`config.mk`:
```
export PLATFORM = sky130hd
export DESIGN_NAME = alu_bist_flat
export DESIGN_NICKNAME = d
export VERILOG_FILES = /design/src/rtl/alu_bist_if.sv /design/src/rtl/alu_bist.sv /design/src/flat_wrapper.sv
export SDC_FILE = /design/constraint.sdc
export NUM_CORES = 1
export LEC_CHECK = 0
export ABC_AREA = 1
export BUFFER_PORTS_ARGS = -buffer_cell sky130_fd_sc_hd__buf_2
export CAP_MARGIN = 5
export CELL_PAD_IN_SITES_DETAIL_PLACEMENT = 0
export CELL_PAD_IN_SITES_GLOBAL_PLACEMENT = 2
export CORE_ASPECT_RATIO = 0.6
export CORE_MARGIN = 3
export CORE_UTILIZATION = 25
export CTS_BUF_LIST = sky130_fd_sc_hd__clkbuf_4 sky130_fd_sc_hd__clkbuf_8 sky130_fd_sc_hd__clkbuf_16
export DETAILED_ROUTE_END_ITERATION = 7
export GPL_TIMING_DRIVEN = 1
export MAX_ROUTING_LAYER = met4
export PLACE_DENSITY = 0.77
export SYNTH_ARGS = -nofsm -noshare
export SYNTH_HDL_FRONTEND = slang
export SYNTH_SLANG_ARGS = --single-unit
export TNS_END_PERCENT = 100
```
`constraint.sdc`:
```
create_clock -name i_clk -period 1.7 [get_ports i_clk]
set_input_delay 0.17 -clock i_clk [delete_from_list [all_inputs] [get_ports i_clk]]
set_output_delay 0.17 -clock i_clk [all_outputs]
set_load 0.05 [all_outputs]
```
`src/rtl/alu_bist_if.sv`:
```
// alu_bist_if: stimulus/result bus between the ALU self-test controller and its environment
interface alu_bist_if #(
  parameter int OP_W   = 4,
  parameter int CTRL_W = 3,
  parameter int OUT_W  = 8,
  parameter int ERR_W  = 16
);
  logic                     i_start;
  logic [OP_W-1:0]          o_op1;
  logic [OP_W-1:0]          o_op2;
  logic [CTRL_W-1:0]        o_ctrl;
  logic [OUT_W-1:0]         i_dat_a;
  logic [OUT_W-1:0]         i_dat_b;
  logic                     o_busy;
  logic                     o_done;
  logic                     o_pass;
  logic [ERR_W-1:0]         o_err_cnt;
  logic [CTRL_W+2*OP_W-1:0] o_first_err;
  modport master (
    input  i_start, i_dat_a, i_dat_b,
    output o_op1, o_op2, o_ctrl, o_busy, o_done, o_pass, o_err_cnt, o_first_err
  );
  modport slave (
    output i_start, i_dat_a, i_dat_b,
    input  o_op1, o_op2, o_ctrl, o_busy, o_done, o_pass, o_err_cnt, o_first_err
  );
endinterface

```
`src/rtl/alu_bist.sv`:
```
// alu_bist: sweeps all {ctrl,op2,op1} vectors into two ALUs and compares them; ALU_BIST_STOP_ON_ERR_EN ends the run at the first mismatch
module alu_bist #(
  parameter int OP_W    = 4,
  parameter int CTRL_W  = 3,
  parameter int OUT_W   = 8,
  parameter int NUM_OPS = 5,
  parameter int ERR_W   = 16
) (
  input logic       i_clk,
  input logic       i_rst,
  alu_bist_if.master bus
);
  localparam int VW = CTRL_W + 2*OP_W;
  // op1 is innermost and ctrl outermost, so the concatenated vector simply counts up
  localparam logic [VW-1:0] LAST = {CTRL_W'(NUM_OPS-1), {2*OP_W{1'b1}}};
  typedef enum logic [1:0] {IDLE, RUN, DONE} state_t;
  state_t           state_q;
  logic [VW-1:0]    vec_q, first_q;
  logic [ERR_W-1:0] err_q, err_d;
  logic             busy_q, done_q, pass_q;
  logic [OUT_W-1:0] diff;
  logic             mis, fin;
  always_comb begin
    diff  = bus.i_dat_a ^ bus.i_dat_b;
    mis   = |diff;
    err_d = (mis && !(&err_q)) ? err_q + ERR_W'(1) : err_q;
`ifdef ALU_BIST_STOP_ON_ERR_EN
    fin   = (vec_q == LAST) || mis;
`else
    fin   = (vec_q == LAST);
`endif
  end
  always_ff @(posedge i_clk) begin
    if (i_rst) begin
      state_q <= IDLE;
      vec_q   <= '0;
      first_q <= '0;
      err_q   <= '0;
      busy_q  <= 1'b0;
      done_q  <= 1'b0;
      pass_q  <= 1'b0;
    end else if (state_q == RUN) begin
      err_q <= err_d;
      // a zero count means no mismatch yet this run, since the counter saturates instead of wrapping
      if (mis && err_q == '0) first_q <= vec_q;
      vec_q <= fin ? '0 : vec_q + VW'(1);
      if (fin) begin
        state_q <= DONE;
        busy_q  <= 1'b0;
        done_q  <= 1'b1;
        pass_q  <= (err_d == '0);
      end
    end else if (bus.i_start) begin
      state_q <= RUN;
      vec_q   <= '0;
      first_q <= '0;
      err_q   <= '0;
      busy_q  <= 1'b1;
      done_q  <= 1'b0;
      pass_q  <= 1'b0;
    end
  end
  assign bus.o_op1       = vec_q[OP_W-1:0];
  assign bus.o_op2       = vec_q[2*OP_W-1:OP_W];
  assign bus.o_ctrl      = vec_q[VW-1:2*OP_W];
  assign bus.o_busy      = busy_q;
  assign bus.o_done      = done_q;
  assign bus.o_pass      = pass_q;
  assign bus.o_err_cnt   = err_q;
  assign bus.o_first_err = first_q;
endmodule

```
`src/flat_wrapper.sv`:
```
// flat-port wrapper written by rule: the top's interface ports become plain ports
module alu_bist_flat 
#(
  parameter int OP_W    = 4,
  parameter int CTRL_W  = 3,
  parameter int OUT_W   = 8,
  parameter int NUM_OPS = 5,
  parameter int ERR_W   = 16
)
  (i_clk, i_rst, bus_i_start, bus_i_dat_a, bus_i_dat_b, bus_o_op1, bus_o_op2, bus_o_ctrl, bus_o_busy, bus_o_done, bus_o_pass, bus_o_err_cnt, bus_o_first_err);
  alu_bist_if #(.OP_W(OP_W), .CTRL_W(CTRL_W), .OUT_W(OUT_W), .ERR_W(ERR_W)) bus_i ();
  input logic i_clk;
  input logic i_rst;
  input wire logic [$bits(bus_i.i_start)-1:0] bus_i_start;
  input wire logic [$bits(bus_i.i_dat_a)-1:0] bus_i_dat_a;
  input wire logic [$bits(bus_i.i_dat_b)-1:0] bus_i_dat_b;
  output wire logic [$bits(bus_i.o_op1)-1:0] bus_o_op1;
  output wire logic [$bits(bus_i.o_op2)-1:0] bus_o_op2;
  output wire logic [$bits(bus_i.o_ctrl)-1:0] bus_o_ctrl;
  output wire logic [$bits(bus_i.o_busy)-1:0] bus_o_busy;
  output wire logic [$bits(bus_i.o_done)-1:0] bus_o_done;
  output wire logic [$bits(bus_i.o_pass)-1:0] bus_o_pass;
  output wire logic [$bits(bus_i.o_err_cnt)-1:0] bus_o_err_cnt;
  output wire logic [$bits(bus_i.o_first_err)-1:0] bus_o_first_err;
  assign bus_i.i_start = bus_i_start;
  assign bus_i.i_dat_a = bus_i_dat_a;
  assign bus_i.i_dat_b = bus_i_dat_b;
  assign bus_o_op1 = bus_i.o_op1;
  assign bus_o_op2 = bus_i.o_op2;
  assign bus_o_ctrl = bus_i.o_ctrl;
  assign bus_o_busy = bus_i.o_busy;
  assign bus_o_done = bus_i.o_done;
  assign bus_o_pass = bus_i.o_pass;
  assign bus_o_err_cnt = bus_i.o_err_cnt;
  assign bus_o_first_err = bus_i.o_first_err;
  alu_bist #(.OP_W(OP_W), .CTRL_W(CTRL_W), .OUT_W(OUT_W), .NUM_OPS(NUM_OPS), .ERR_W(ERR_W)) u_core (.i_clk(i_clk), .i_rst(i_rst), .bus(bus_i));
endmodule
```
; Yosys cells after proc, flatten, opt, wreduce, memory -nomap -nowiden
; Cells that the tools add are included.
[op_classes]
addsub = 2
multipliers = 0
div_mod_pow = 0
magnitude_cmp = 0
eq_ne = 4
shifts = 0
mux = 19
bitwise = 1
n_reduce_logical = 10
[ops]
columns = operator, count
row1 = $mux 11, 5
row2 = $mux 16, 3
row3 = $logic_not 16->1, 2
row4 = $add 16x1->16 const B, 1
row5 = $reduce_and 16->1, 1
row6 = $add 11x1->11 const B, 1
row7 = $eq 11x11->1 const B, 1
row8 = $mux 1, 8
row9 = $reduce_or 8->1, 1
row10 = $xor 8x8->8, 1
row11 = $mux 2, 3
row12 = $reduce_and 2->1, 2
row13 = $eq 2x1->1 const B, 1
row14 = $logic_and 1x1->1, 2
row15 = $ne 2x1->1 const B, 1
row16 = $ne 2x2->1 const B, 1
row17 = $reduce_bool 2->1, 1
row18 = $logic_not 1->1, 1
[totals]
ff_bits = 43
latchBits = 0
ramBits = 0
romBits = 0
inputBits = 19
output_inout_bits = 41
wordCells = 43
n_memories = 0

; Longest topological paths before layout
; Gate-level depths: netlist of run 1.
[depth]
word_depth = 7
mapped_depth = 15
mapped_depth_nobuf = 15

; Worst setup path before layout of run 1
; No wires, ideal clock.
[synth_timing]
path_type = reg-to-reg
from = register u_core.err_q[0] (netlist: u_core.bus.o_err_cnt[0])
to = register u_core.pass_q (netlist: u_core.bus.o_pass)
setup_ns = 0.118
t_arrival_ns = 2.022
t_required_ns = 1.582
slack_ns = -0.440
path_stages_with_launch = 16
path_buffers = 1
period_less_slack_ns = 2.140
cell_sequence = dfxtp_1 > ha_1 > nand3_1 > inv_1 > nand2_1 > inv_2 > nand2_4 > nand2_4 > buf_6 > nand2_1 > nand2_1 > nor2_1 > nand2_1 > nor2_1 > nand2_1 > nand2_1
[synth_between]
elab_chain_len = 7
word_cells_on_any_way = 8
classes_between = add/sub (1) / mux (3) / reduce/logical (4)
[synth_rtl]
columns = element, line_no
row1 = "start, declared", alu_bist.sv:19  ; logic [ERR_W-1:0] err_q, err_d;
row2 = "start signal, assigned", alu_bist.sv:43  ; err_q <= err_d;
row3 = branches (longest 3 deep; another with $add 16x1->16), -
row4 = $mux 16 *, alu_bist.sv:26  ; err_d = (mis && !(&err_q)) ? err_q + ERR_W'(1) : err_q;
row5 = $logic_not 16->1 *, alu_bist.sv:51  ; pass_q <= (err_d == '0);
row6 = $mux 1 *, alu_bist.sv:47  ; if (fin) begin
row7 = $mux 1 *, alu_bist.sv:42  ; end else if (state_q == RUN) begin
row8 = "end signal, assigned", alu_bist.sv:51
row9 = "end, declared", alu_bist.sv:20  ; logic busy_q, done_q, pass_q;
; Mark *: on every way between the ends. The select of a mux whose other input is x is not followed.
; A chain may end at the register's enable or synchronous reset.

; Final worst setup path of run 1
; Same ends and word-level chain as after synthesis.

==> flow_summary_export.csv, run 1 <==
group,metric,value,unit
status,status,"finished, violations left",
status,violations,"negative setup slack",
setup_path,r2r_end,"u_core.bus.o_pass$_SDFFE_PP0P_",
cts,insertion_delay,0.29,ns
synth,async_reset_ff_frac,0,
detailed_routing,drt-total-wl,8820,um
sta,slew_headroom,0.692,
synth,avgSynthCellArea,6.42,sq um
power,power.sequential.fraction,0.431,
setup_path,max_stage_delay,0.36,ns
detailed_routing,route.detailed.drc,0,
floorplan,die_y,82.5,um
floorplan,die_w,134,um
synth,yosys_warnings,0,
setup_path,crit_buf_inv,2,
placed_design,io_buffers,59,
setup_path,worstSetupEndpointType,"flop",
cts,cts_buffer_depth,2,
setup_path,cp_max_fo,7,
setup_path,path_cells,"ha_4, nand3_4, inv_4, nand2_4, inv_4, nand2_8, nand2_8, nand2_1, nand2_2, nand2_2, nor2_2, nand2_1, nor2_2, nand2_1, nand2_1",
synth,yosysMostFrequentCell,"nand2_1",
setup_path,r2r_setup_slack,-0.04,ns
global_routing,antenna_found_initial,0,
sta,tightest_slew,0.462,ns
sta,setup_slack,-0.0355,ns
synth,yosysTopAreaCell,"dfxtp_1",
synth,synth_top_area_frac,0.337,
cells_and_area,layout-drive-gt1-share,0.487,
setup_path,cp-start-kind,"flop",
cells_and_area,stdcell_area,4090,sq um
floorplan,die_area,11000,sq um
synth,synth_nets,402,
sta,slew_violations,0,
setup_path,crit_family,"simple AND/OR/NAND/NOR gates",
sta,grt_setup_unrepaired,"yes",
setup_path,cpMostUsedCell,"nand2_1",
sta,timing.fmax,576,MHz
setup_path,rr_worst_depth,15,
cells_and_area,diodes,0,
cts,cts_hold_buf,0,
setup_path,path_class,"reg2reg",
synth,synth_cell_types,34,
cts,root_buffer,"clkbuf_16",
floorplan,core.rowCount,27,
global_routing,grt_pass1_wl,13700,um
power,combPwrFrac,0.135,
detailed_routing,final_antenna_net_count,0,
detailed_routing,via_per_inst,4.55,
cells_and_area,stdcell_count,647,
min_path,min_delay_worst_endpoint,"u_core.state_q[1]$_SDFFE_PP0P_",
cts,clk_pin_slew,0.06,ns
synth,syn_area,2440,sq um
job,maxCapViolations,0,
synth,seq_area_frac_synth,0.337,
synth,ys_ff_latch,41,
setup_path,arrival,1.97,ns
cts,ctsHtreeMaxLevel,2,
setup_path,critPathRequiredTime,1.93,ns
power,net-switching-power,588,uW
floorplan,core,9320,sq um
floorplan,initial_utilization,0.262,
power,leakage,0.00188,uW
detailed_routing,vias,2941,
global_routing,grt_pass1_vias,2579,
setup_path,crit_slowest_cell,"dfxtp_4",
cts,cts-buffers-inserted,5,
synth,synth_commonest_cells,"nand2_1 (135), dfxtp_1 (41), a21oi_1 (37), inv_1 (31), nand3_1 (30)",
power,power.internal,1660,uW
cells_and_area,syn_to_final_growth,67.6,%
sta,period_share,1.02,
synth,synth_area_leaders,"dfxtp_1 (34%), nand2_1 (21%), a21oi_1 (7.6%)",
cts,clock_sinks,41,
power,p_sw_frac,0.262,
min_path,hold_class,"in2reg",
sta,finalSetupViolCount,12,
synth,synth_ff_type,"dfxtp_1",
power,p_per_area,550,nW/um^2
placed_design,gp_congestion,0.875,
sta,fin_skew,0.0108,ns
global_routing,grtUsageTotal,0.165,
placed_design,placed_cells,622,
detailed_routing,dr.first_iter.drc_count,175,
power,peakVddDrop,418,uV
sta,min_period,1.74,ns
synth,synth_edf_count,0,
sta,report.final.hold_viol_count,0,
cts,cts_tree,"yes",
detailed_routing,avgRoutedWirePerCell,13.6,um
power,p_clk_frac,0.435,
detailed_routing,dr.pass1.iters,5,
cells_and_area,layout.nets,538,
min_path,min_from,"bus_i_start",
placed_design,hpwl,6500,um
setup_path,regToRegStartpoint,"u_core.bus.o_err_cnt[0]$_SDFFE_PP0P_",
global_routing,grt_max_degree,21,
synth,synthCells,380,
floorplan,ios,60,
min_path,holdPathStages,4,
placed_design,place_area,3420,sq um
global_routing,grt.overflow.total,0,
worst min-delay path, stage by stage:
cell and delay (ns):
buf_2 0.10, inv_1 0.09, nand2_1 0.07, a21oi_1 0.05
logic make-up after synthesis:
kind of cell | after synthesis | share of synthesized area
AOI/OAI and AO/OA | 49 | 0.109
xor gates and xnor gates | 18 | 0.0646
adders and majority gates | 3 | 0.0154
and+or+nand+nor | 221 | 0.390
buffers and inverters | 48 | 0.0836
DFF | 41 | 0.337
power groups by stage:
stage | clock network (uW) | logic (uW) | registers [uW]
after floorplan | 0 | 108 | 1020
after global placement | 0 | 241 | 989
after detailed placement | 0 | 243 | 990
after CTS | 1000 | 266 | 969
after global routing | 1040 | 331 | 967
final | 976 | 303 | 967
flip-flops by register name (all words and copies together), names as in the netlist:
register	cells
u_core.state_q	2
u_core.bus.o_err_cnt	16
u_core.vec_q	11
u_core.bus.o_pass	1
u_core.bus.o_first_err	11
what timing repair did:
| item | in CTS | in global routing |
|---|---|---|
| buffers inserted | 4 | 12 |
| endpoints found under the hold margin | 0 | 0 |
| setup endpoints to repair | 15 | 30 |
| pin swaps | 19 | 27 |
| cloned | 2 | 0 |
| resized for setup | 28 | 78 |
metrics by stage:
step	worst slack, ns	utilization	hold slack, ns	power, uW	setup TNS, ns
2_1_floorplan	-0.0144	-	0.352	1130	-0.0144
3_3_place_gp	-0.151	0.366	0.448	1230	-1.66
6_report	-0.0355	0.438	0.237	2250	-0.231
3_5_place_dp	-0.212	0.366	0.452	1230	-2.23
5_1_grt	-0.173	0.438	0.268	2340	-1.53
4_1_cts	-0.102	0.398	0.223	2230	-0.960
layout make-up:
cell class                      count  area [sq um]
Clock buffer                        6           139
Clock inverter                      2          8.76
Fill cell                         977          5240
Inverter                           32           135
Multi-Input combinational cell    292          1770
Sequential cell                    41           873
Tap cell                          130           163
Timing Repair Buffer              144          1000
worst max-delay path by stage:
stage | from | depth (start not counted) | slack [ns] | to
after floorplan | u_core.bus.o_err_cnt[7]$_SDFFE_PP0P_ | 15 | -0.01 | u_core.bus.o_pass$_SDFFE_PP0P_
after detailed placement | bus_i_dat_b[4] | 12 | -0.21 | u_core.bus.o_first_err[4]$_SDFFE_PP0P_
after CTS | u_core.bus.o_err_cnt[0]$_SDFFE_PP0P_ | 9 | -0.10 | u_core.bus.o_first_err[8]$_SDFFE_PP0P_
final | u_core.bus.o_err_cnt[0]$_SDFFE_PP0P_ | 15 | -0.04 | u_core.bus.o_pass$_SDFFE_PP0P_
after global routing | u_core.vec_q[1]$_SDFFE_PP0P_ | 11 | -0.17 | u_core.bus.o_pass$_SDFFE_PP0P_
after global placement | u_core.bus.o_err_cnt[0]$_SDFFE_PP0P_ | 15 | -0.15 | u_core.bus.o_pass$_SDFFE_PP0P_
routing by layer:
metal	part of all wire	up-vias	GRT usage
met4	0.0058	0	0.0277
met5	0	-	-
li1	-	1509	-
met2	0.38	70	0.215
met1	0.56	1356	0.255
met3	0.051	6	0.0345
layout by cell type, fill, tap and decap left out, drive strengths merged, types with 2 or more instances in the layout:
| cell type | instances |
|---|---|
| nor3 | 5 |
| nand3b | 3 |
| nor4 | 2 |
| nand4 | 8 |
| inv | 31 |
| nand3 | 31 |
| xnor2 | 11 |
| o21ai | 7 |
| xor2 | 7 |
| buf | 144 |
| clkinv | 3 |
| ha | 3 |
| clkbuf | 6 |
| nand2 | 140 |
| a21oi | 37 |
| nor2 | 30 |
| dfxtp | 41 |
Note: power is estimated with default switching activity, not from simulation.
==> inputs of run 2 (changes only) <==
--- a/config.mk
+++ b/config.mk
@@ -5,19 +5,18 @@
 export SDC_FILE = /design/constraint.sdc
 export NUM_CORES = 1
 export LEC_CHECK = 0
-export ABC_AREA = 1
 export BUFFER_PORTS_ARGS = -buffer_cell sky130_fd_sc_hd__buf_2
 export CAP_MARGIN = 5
 export CELL_PAD_IN_SITES_DETAIL_PLACEMENT = 0
 export CELL_PAD_IN_SITES_GLOBAL_PLACEMENT = 2
 export CORE_ASPECT_RATIO = 0.6
 export CORE_MARGIN = 3
-export CORE_UTILIZATION = 25
+export CORE_UTILIZATION = 27
 export CTS_BUF_LIST = sky130_fd_sc_hd__clkbuf_4 sky130_fd_sc_hd__clkbuf_8 sky130_fd_sc_hd__clkbuf_16
 export DETAILED_ROUTE_END_ITERATION = 7
 export GPL_TIMING_DRIVEN = 1
 export MAX_ROUTING_LAYER = met4
-export PLACE_DENSITY = 0.77
+export PLACE_DENSITY = 0.78
 export SYNTH_ARGS = -nofsm -noshare
 export SYNTH_HDL_FRONTEND = slang
 export SYNTH_SLANG_ARGS = --single-unit
==> flow_summary_export.csv, run 2 <==
group,metric,value,unit
cells_and_area,layout_common_cells,"buf_4 (66), buf_2 (59), nor2_1 (34)",
cells_and_area,largest_reg_flops,16,
floorplan,initial_utilization,0.284,
setup_path,arrival,2.24,ns
cells_and_area,utilization,0.489,
power,net-switching-power,660,uW
synth,synth_top_area_frac,0.333,
sta,report.final.hold_viol_count,0,
global_routing,grt_max_degree,41,
global_routing,grtUsageTotal,0.191,
placed_design,io_buffers,59,
setup_path,crit_buf_inv,0,
synth,synth_nets,355,
synth,syn_area,2470,sq um
cells_and_area,layout.nets,479,
floorplan,ios,60,
cells_and_area,layout_commonest_cell,"buf_4",
sta,slew_headroom,0.502,
synth,synth_cell_types,51,
cts,insertion_delay,0.28,ns
setup_path,crit_start,"u_core.vec_q[1]$_SDFFE_PP0P_",
global_routing,grt_pass1_wl,15100,um
min_path,min_from,"bus_i_start",
power,p_per_area,575,nW/um^2
synth,ys_ff_latch,41,
sta,holdWs,0.163,ns
cells_and_area,diodes,0,
global_routing,grt_pass1_vias,2794,
sta,timing.fmax,491,MHz
power,power.sequential.fraction,0.396,
cts,clock_sinks,41,
placed_design,gp_congestion,0.895,
sta,grt_setup_unrepaired,"yes",
job,maxCapViolations,0,
synth,yosysMostFrequentCell,"nor2_1",
detailed_routing,final_antenna_net_count,0,
global_routing,antenna_found_initial,0,
setup_path,crit_family,"simple AND/OR/NAND/NOR gates",
power,peakVddDrop,538,uV
cts,root_buffer,"clkbuf_16",
power,power.internal,1790,uW
sta,fin_skew,0.00680,ns
sta,tightest_slew,0.745,ns
detailed_routing,dr.first_iter.drc_count,161,
cells_and_area,syn_to_final_growth,72.3,%
placed_design,placed_cells,545,
synth,synth_edf_count,0,
detailed_routing,via_per_inst,5.22,
floorplan,core.rowCount,26,
power,p_sw_frac,0.270,
cts,cts-buffers-inserted,5,
synth,synth_commonest_cells,"nor2_1 (51), dfxtp_1 (41), a21oi_1 (39), nand2_1 (33), o21ai_0 (20)",
sta,setup_slack,-0.336,ns
setup_path,path_class,"reg2reg",
synth,async_reset_ff_frac,0,
floorplan,die_w,129,um
floorplan,die_y,80.0,um
placed_design,hpwl,6760,um
setup_path,max_stage_delay,0.42,ns
synth,synth_area_leaders,"dfxtp_1 (33%), a21oi_1 (7.9%), nor2_1 (7.8%)",
setup_path,path_cells,"ha_4, and3_4, nand4_4, or3_4, or4_4, a21oi_2, nand4_1, o21ai_1",
min_path,hold_class,"in2reg",
cells_and_area,stdcell_count,570,
status,status,"finished, violations left",
cts,clk_pin_slew,0.06,ns
setup_path,regToRegStartpoint,"u_core.vec_q[1]$_SDFFE_PP0P_",
synth,yosys_warnings,0,
floorplan,core,8690,sq um
setup_path,worstSetupEndpointType,"flop",
power,p_clk_frac,0.426,
placed_design,post-place-ws,-0.331,ns
setup_path,crit_slowest_cell,"or4_4",
global_routing,grt.overflow.total,0,
detailed_routing,drt-total-wl,9510,um
setup_path,critPathRequiredTime,1.91,ns
detailed_routing,route.detailed.drc,0,
detailed_routing,avgRoutedWirePerCell,16.7,um
synth,avgSynthCellArea,7.41,sq um
cts,cts_tree,"yes",
synth,seq_area_frac_synth,0.333,
status,violations,"negative setup slack",
detailed_routing,dr.pass1.iters,4,
sta,min_period,2.04,ns
cts,cts_buffer_depth,2,
cts,cts_hold_buf,0,
sta,finalSetupViolCount,33,
cells_and_area,layout-drive-gt1-share,0.579,
sta,slew_violations,0,
cts,ctsHtreeMaxLevel,2,
setup_path,cp-start-kind,"flop",
setup_path,cp_max_fo,3,
detailed_routing,vias,2974,
synth,synth_ff_type,"dfxtp_1",
floorplan,die_area,10400,sq um
synth,yosysTopAreaCell,"dfxtp_1",
power,combPwrFrac,0.178,
power,leakage,0.00172,uW
sta,period_share,1.20,
synth,synthCells,333,
## run 2: changes by cell type after synthesis, moves of 8 or more
cell | before | now
inv_1 | 31 | 3
nand2_1 | 135 | 33
xnor2_1 | 11 | 3
nand3_1 | 30 | 9
nor2_1 | 29 | 51
clkbuf_1 | 6 | 16
o21ai_0 | 5 | 20
## run 2: per-layer routing
| layer | track usage | routed length [um] |
|---|---|---|
| met1 | 0.300 | 5160 |
| met2 | 0.256 | 3750 |
| met3 | 0.0348 | 542 |
| met4 | 0.0176 | 58 |
| met5 | - | 0 |
## run 2: power by group through the flow
stage	registers [uW]	clock network (uW)	logic, uW
floorplan	1020	0	152
global placement	988	0	310
detailed placement	989	0	313
CTS	968	1060	423
global route	968	1100	467
finish	968	1040	436
## run 2: worst paths after layout
path	endpoint	slack, ns	cells past startpoint
worst max-delay path	u_core.bus.o_pass$_SDFFE_PP0P_	-0.34	8
worst min-delay path	u_core.state_q[0]$_SDFFE_PP0P_	0.16	2
worst max register to register	u_core.bus.o_pass$_SDFFE_PP0P_	-0.34	8
worst min register to register	u_core.state_q[0]$_SDFFE_PP0P_	0.50	1
## run 2: timing repair
action	in CTS	in global routing
gates cloned	3	0
gates resized for setup	78	30
setup endpoints to repair	38	39
setup buffers	10	5
pin swaps	45	16
## run 2: cell type report
cell class / count / area (sq um)
Fill cell: 851 / 4430
Multi-Input combinational cell: 263 / 2000
Timing Repair Buffer: 143 / 1060
Sequential cell: 41 / 877
Clock buffer: 7 / 158
Tap cell: 112 / 140
Inverter: 3 / 16.3
Clock inverter: 1 / 5.00
## run 2: cells by family after synthesis
logic type / after synthesis / share of synthesized area
AO/OA/AOI/OAI: 92 / 0.227
AND/OR/NAND/NOR: 156 / 0.332
multiplexers: 1 / 0.00456
buffers and inverters: 29 / 0.0502
flip-flops: 41 / 0.333
XOR/XNOR: 11 / 0.0390
adder cells (fa/ha/maj): 3 / 0.0152
## run 2: stage by stage
stage	setup TNS [ns]	instance area (sq um)	power, uW
finish	-5.43	4250	2450
detailed placement	-5.04	3500	1300
global route	-8.88	4250	2540
CTS	-4.45	4130	2460
floorplan	-2.42	2690	1170
global placement	-3.72	3500	1300
==> inputs of run 3 (changes only) <==
--- a/config.mk
+++ b/config.mk
@@ -16,7 +16,7 @@
 export DETAILED_ROUTE_END_ITERATION = 7
 export GPL_TIMING_DRIVEN = 1
 export MAX_ROUTING_LAYER = met4
-export PLACE_DENSITY = 0.78
+export PLACE_DENSITY = 0.85
 export SYNTH_ARGS = -nofsm -noshare
 export SYNTH_HDL_FRONTEND = slang
 export SYNTH_SLANG_ARGS = --single-unit
==> flow_summary_export.csv, run 3 (synthesis results as in run 2) <==
group,metric,value,unit
detailed_routing,dr.pass1.iters,5,
placed_design,hpwl,6790,um
cts,cts_buffer_depth,2,
sta,finalSetupViolCount,33,
floorplan,core.rowCount,26,
placed_design,gp_congestion,0.934,
power,p_sw_frac,0.281,
sta,timing.fmax,496,MHz
status,status,"finished, violations left",
detailed_routing,final_antenna_net_count,0,
setup_path,cp-start-kind,"flop",
floorplan,ios,60,
detailed_routing,vias,2964,
cells_and_area,layout.nets,483,
sta,min_period,2.02,ns
global_routing,grt.overflow.total,0,
global_routing,grtUsageTotal,0.205,
sta,grt_setup_unrepaired,"yes",
cts,clk_pin_slew,0.06,ns
min_path,hold_class,"in2reg",
min_path,min_from,"bus_i_start",
sta,slew_headroom,0.493,
sta,holdWs,0.135,ns
cells_and_area,stdcell_count,574,
placed_design,post-place-ws,-0.278,ns
power,combPwrFrac,0.193,
cts,root_buffer,"clkbuf_16",
power,p_clk_frac,0.402,
sta,setup_tns,-4.78,ns
placed_design,io_buffers,59,
power,peakVddDrop,367,uV
floorplan,core,8690,sq um
sta,slew_violations,0,
setup_path,regToRegStartpoint,"u_core.vec_q[1]$_SDFFE_PP0P_",
sta,report.final.hold_viol_count,0,
sta,setup_slack,-0.315,ns
detailed_routing,wl_met2,4080,um
power,p_per_area,555,nW/um^2
cts,cts-buffers-inserted,5,
setup_path,cp_max_fo,3,
detailed_routing,via_per_inst,5.16,
power,net-switching-power,671,uW
power,leakage,0.00179,uW
floorplan,die_y,80.0,um
cells_and_area,layout-drive-gt1-share,0.576,
detailed_routing,dr.first_iter.drc_count,262,
detailed_routing,highest_layer,"met4",
setup_path,worstSetupEndpointType,"flop",
placed_design,placed_cells,545,
cells_and_area,syn_to_final_growth,74.7,%
cells_and_area,layout_commonest_cell,"buf_4",
floorplan,die_w,129,um
cts,ctsHtreeMaxLevel,2,
status,violations,"negative setup slack",
sta,fin_skew,0.00519,ns
cts,cts_tree,"yes",
global_routing,grt_max_degree,41,
cells_and_area,largest_reg_flops,16,
floorplan,initial_utilization,0.284,
setup_path,arrival,2.24,ns
cts,insertion_delay,0.29,ns
global_routing,grt_pass1_wl,16000,um
detailed_routing,avgRoutedWirePerCell,17.4,um
detailed_routing,route.detailed.drc,0,
cts,clock_sinks,41,
cells_and_area,layout_common_cells,"buf_4 (68), buf_2 (59), nor2_1 (39)",
global_routing,antenna_found_initial,0,
sta,tightest_slew,0.759,ns
job,maxCapViolations,0,
detailed_routing,met1_length,5200,um
setup_path,critPathRequiredTime,1.92,ns
floorplan,die_area,10400,sq um
sta,period_share,1.19,
power,power.sequential.fraction,0.404,
cells_and_area,diodes,0,
detailed_routing,drt-total-wl,10000,um
power,power.internal,1720,uW
setup_path,crit_start,"u_core.vec_q[1]$_SDFFE_PP0P_",
detailed_routing,dr_wl_met3,666,um
setup_path,path_class,"reg2reg",
global_routing,grt_pass1_vias,2839,
[run 3: cell count changes in the layout (fill, tap and decap cells not counted), moves of 3 or more]
| cell | previous run | this run |
|---|---|---|
| o21ai_2 | 4 | 0 |
| nor2_1 | 34 | 39 |
| buf_12 | 2 | 5 |
| nor2_4 | 15 | 11 |
| nand2_4 | 2 | 5 |
| o21ai_0 | 8 | 12 |
[run 3: final cells by class]
type | instances | area [sq um]
clock inverter | 2 | 10.0
clock buffer | 6 | 133
fill | 828 | 4370
tap | 112 | 140
multi-input combinational | 263 | 1990
sequential | 41 | 877
timing repair buffer | 147 | 1140
inverter | 3 | 16.3
[run 3: path summary, 6_finish.rpt]
kind	endpoint	slack, ns	cells after the start
worst min-delay path	u_core.state_q[0]$_SDFFE_PP0P_	0.13	2
worst max register to register	u_core.bus.o_pass$_SDFFE_PP0P_	-0.32	8
worst max-delay path	u_core.bus.o_pass$_SDFFE_PP0P_	-0.32	8
worst min register to register	u_core.state_q[0]$_SDFFE_PP0P_	0.49	1
[run 3: through the flow]
step                       util  area (sq um)  power, uW
after floorplan               -          2690       1170
after global placement    0.403          3500       1290
after detailed placement  0.403          3500       1300
after CTS                 0.478          4160       2390
after global routing      0.496          4310       2490
final                     0.496          4310       2390
[run 3: routing by layer]
metal  vias up  track usage
met5         -            -
met4         0       0.0353
met3         7       0.0348
met2        71        0.265
met1      1425        0.327
li1       1461            -
[run 3: critical path: stages, from the launching register on]
cell	delay (ns)
dfxtp_4	0.36
ha_4	0.13
and3_4	0.19
nand4_4	0.10
or3_4	0.34
or4_4	0.42
a21oi_2	0.13
nand4_1	0.14
o21ai_1	0.15
[run 3: what timing repair did]
item | 4_1_cts | 5_1_grt
gates resized for setup | 69 | 29
hold buffers | 0 | 0
setup endpoints to repair | 38 | 39
gates cloned | 4 | 0
buffers inserted | 12 | 6
pin swaps | 41 | 24
[run 3: power groups by stage]
stage	Clock (uW)	Combinational (uW)	Sequential (uW)
finish	962	463	967
global route	1030	493	968
CTS	985	440	966
detailed placement	0	311	988
global placement	0	307	987
floorplan	0	152	1020
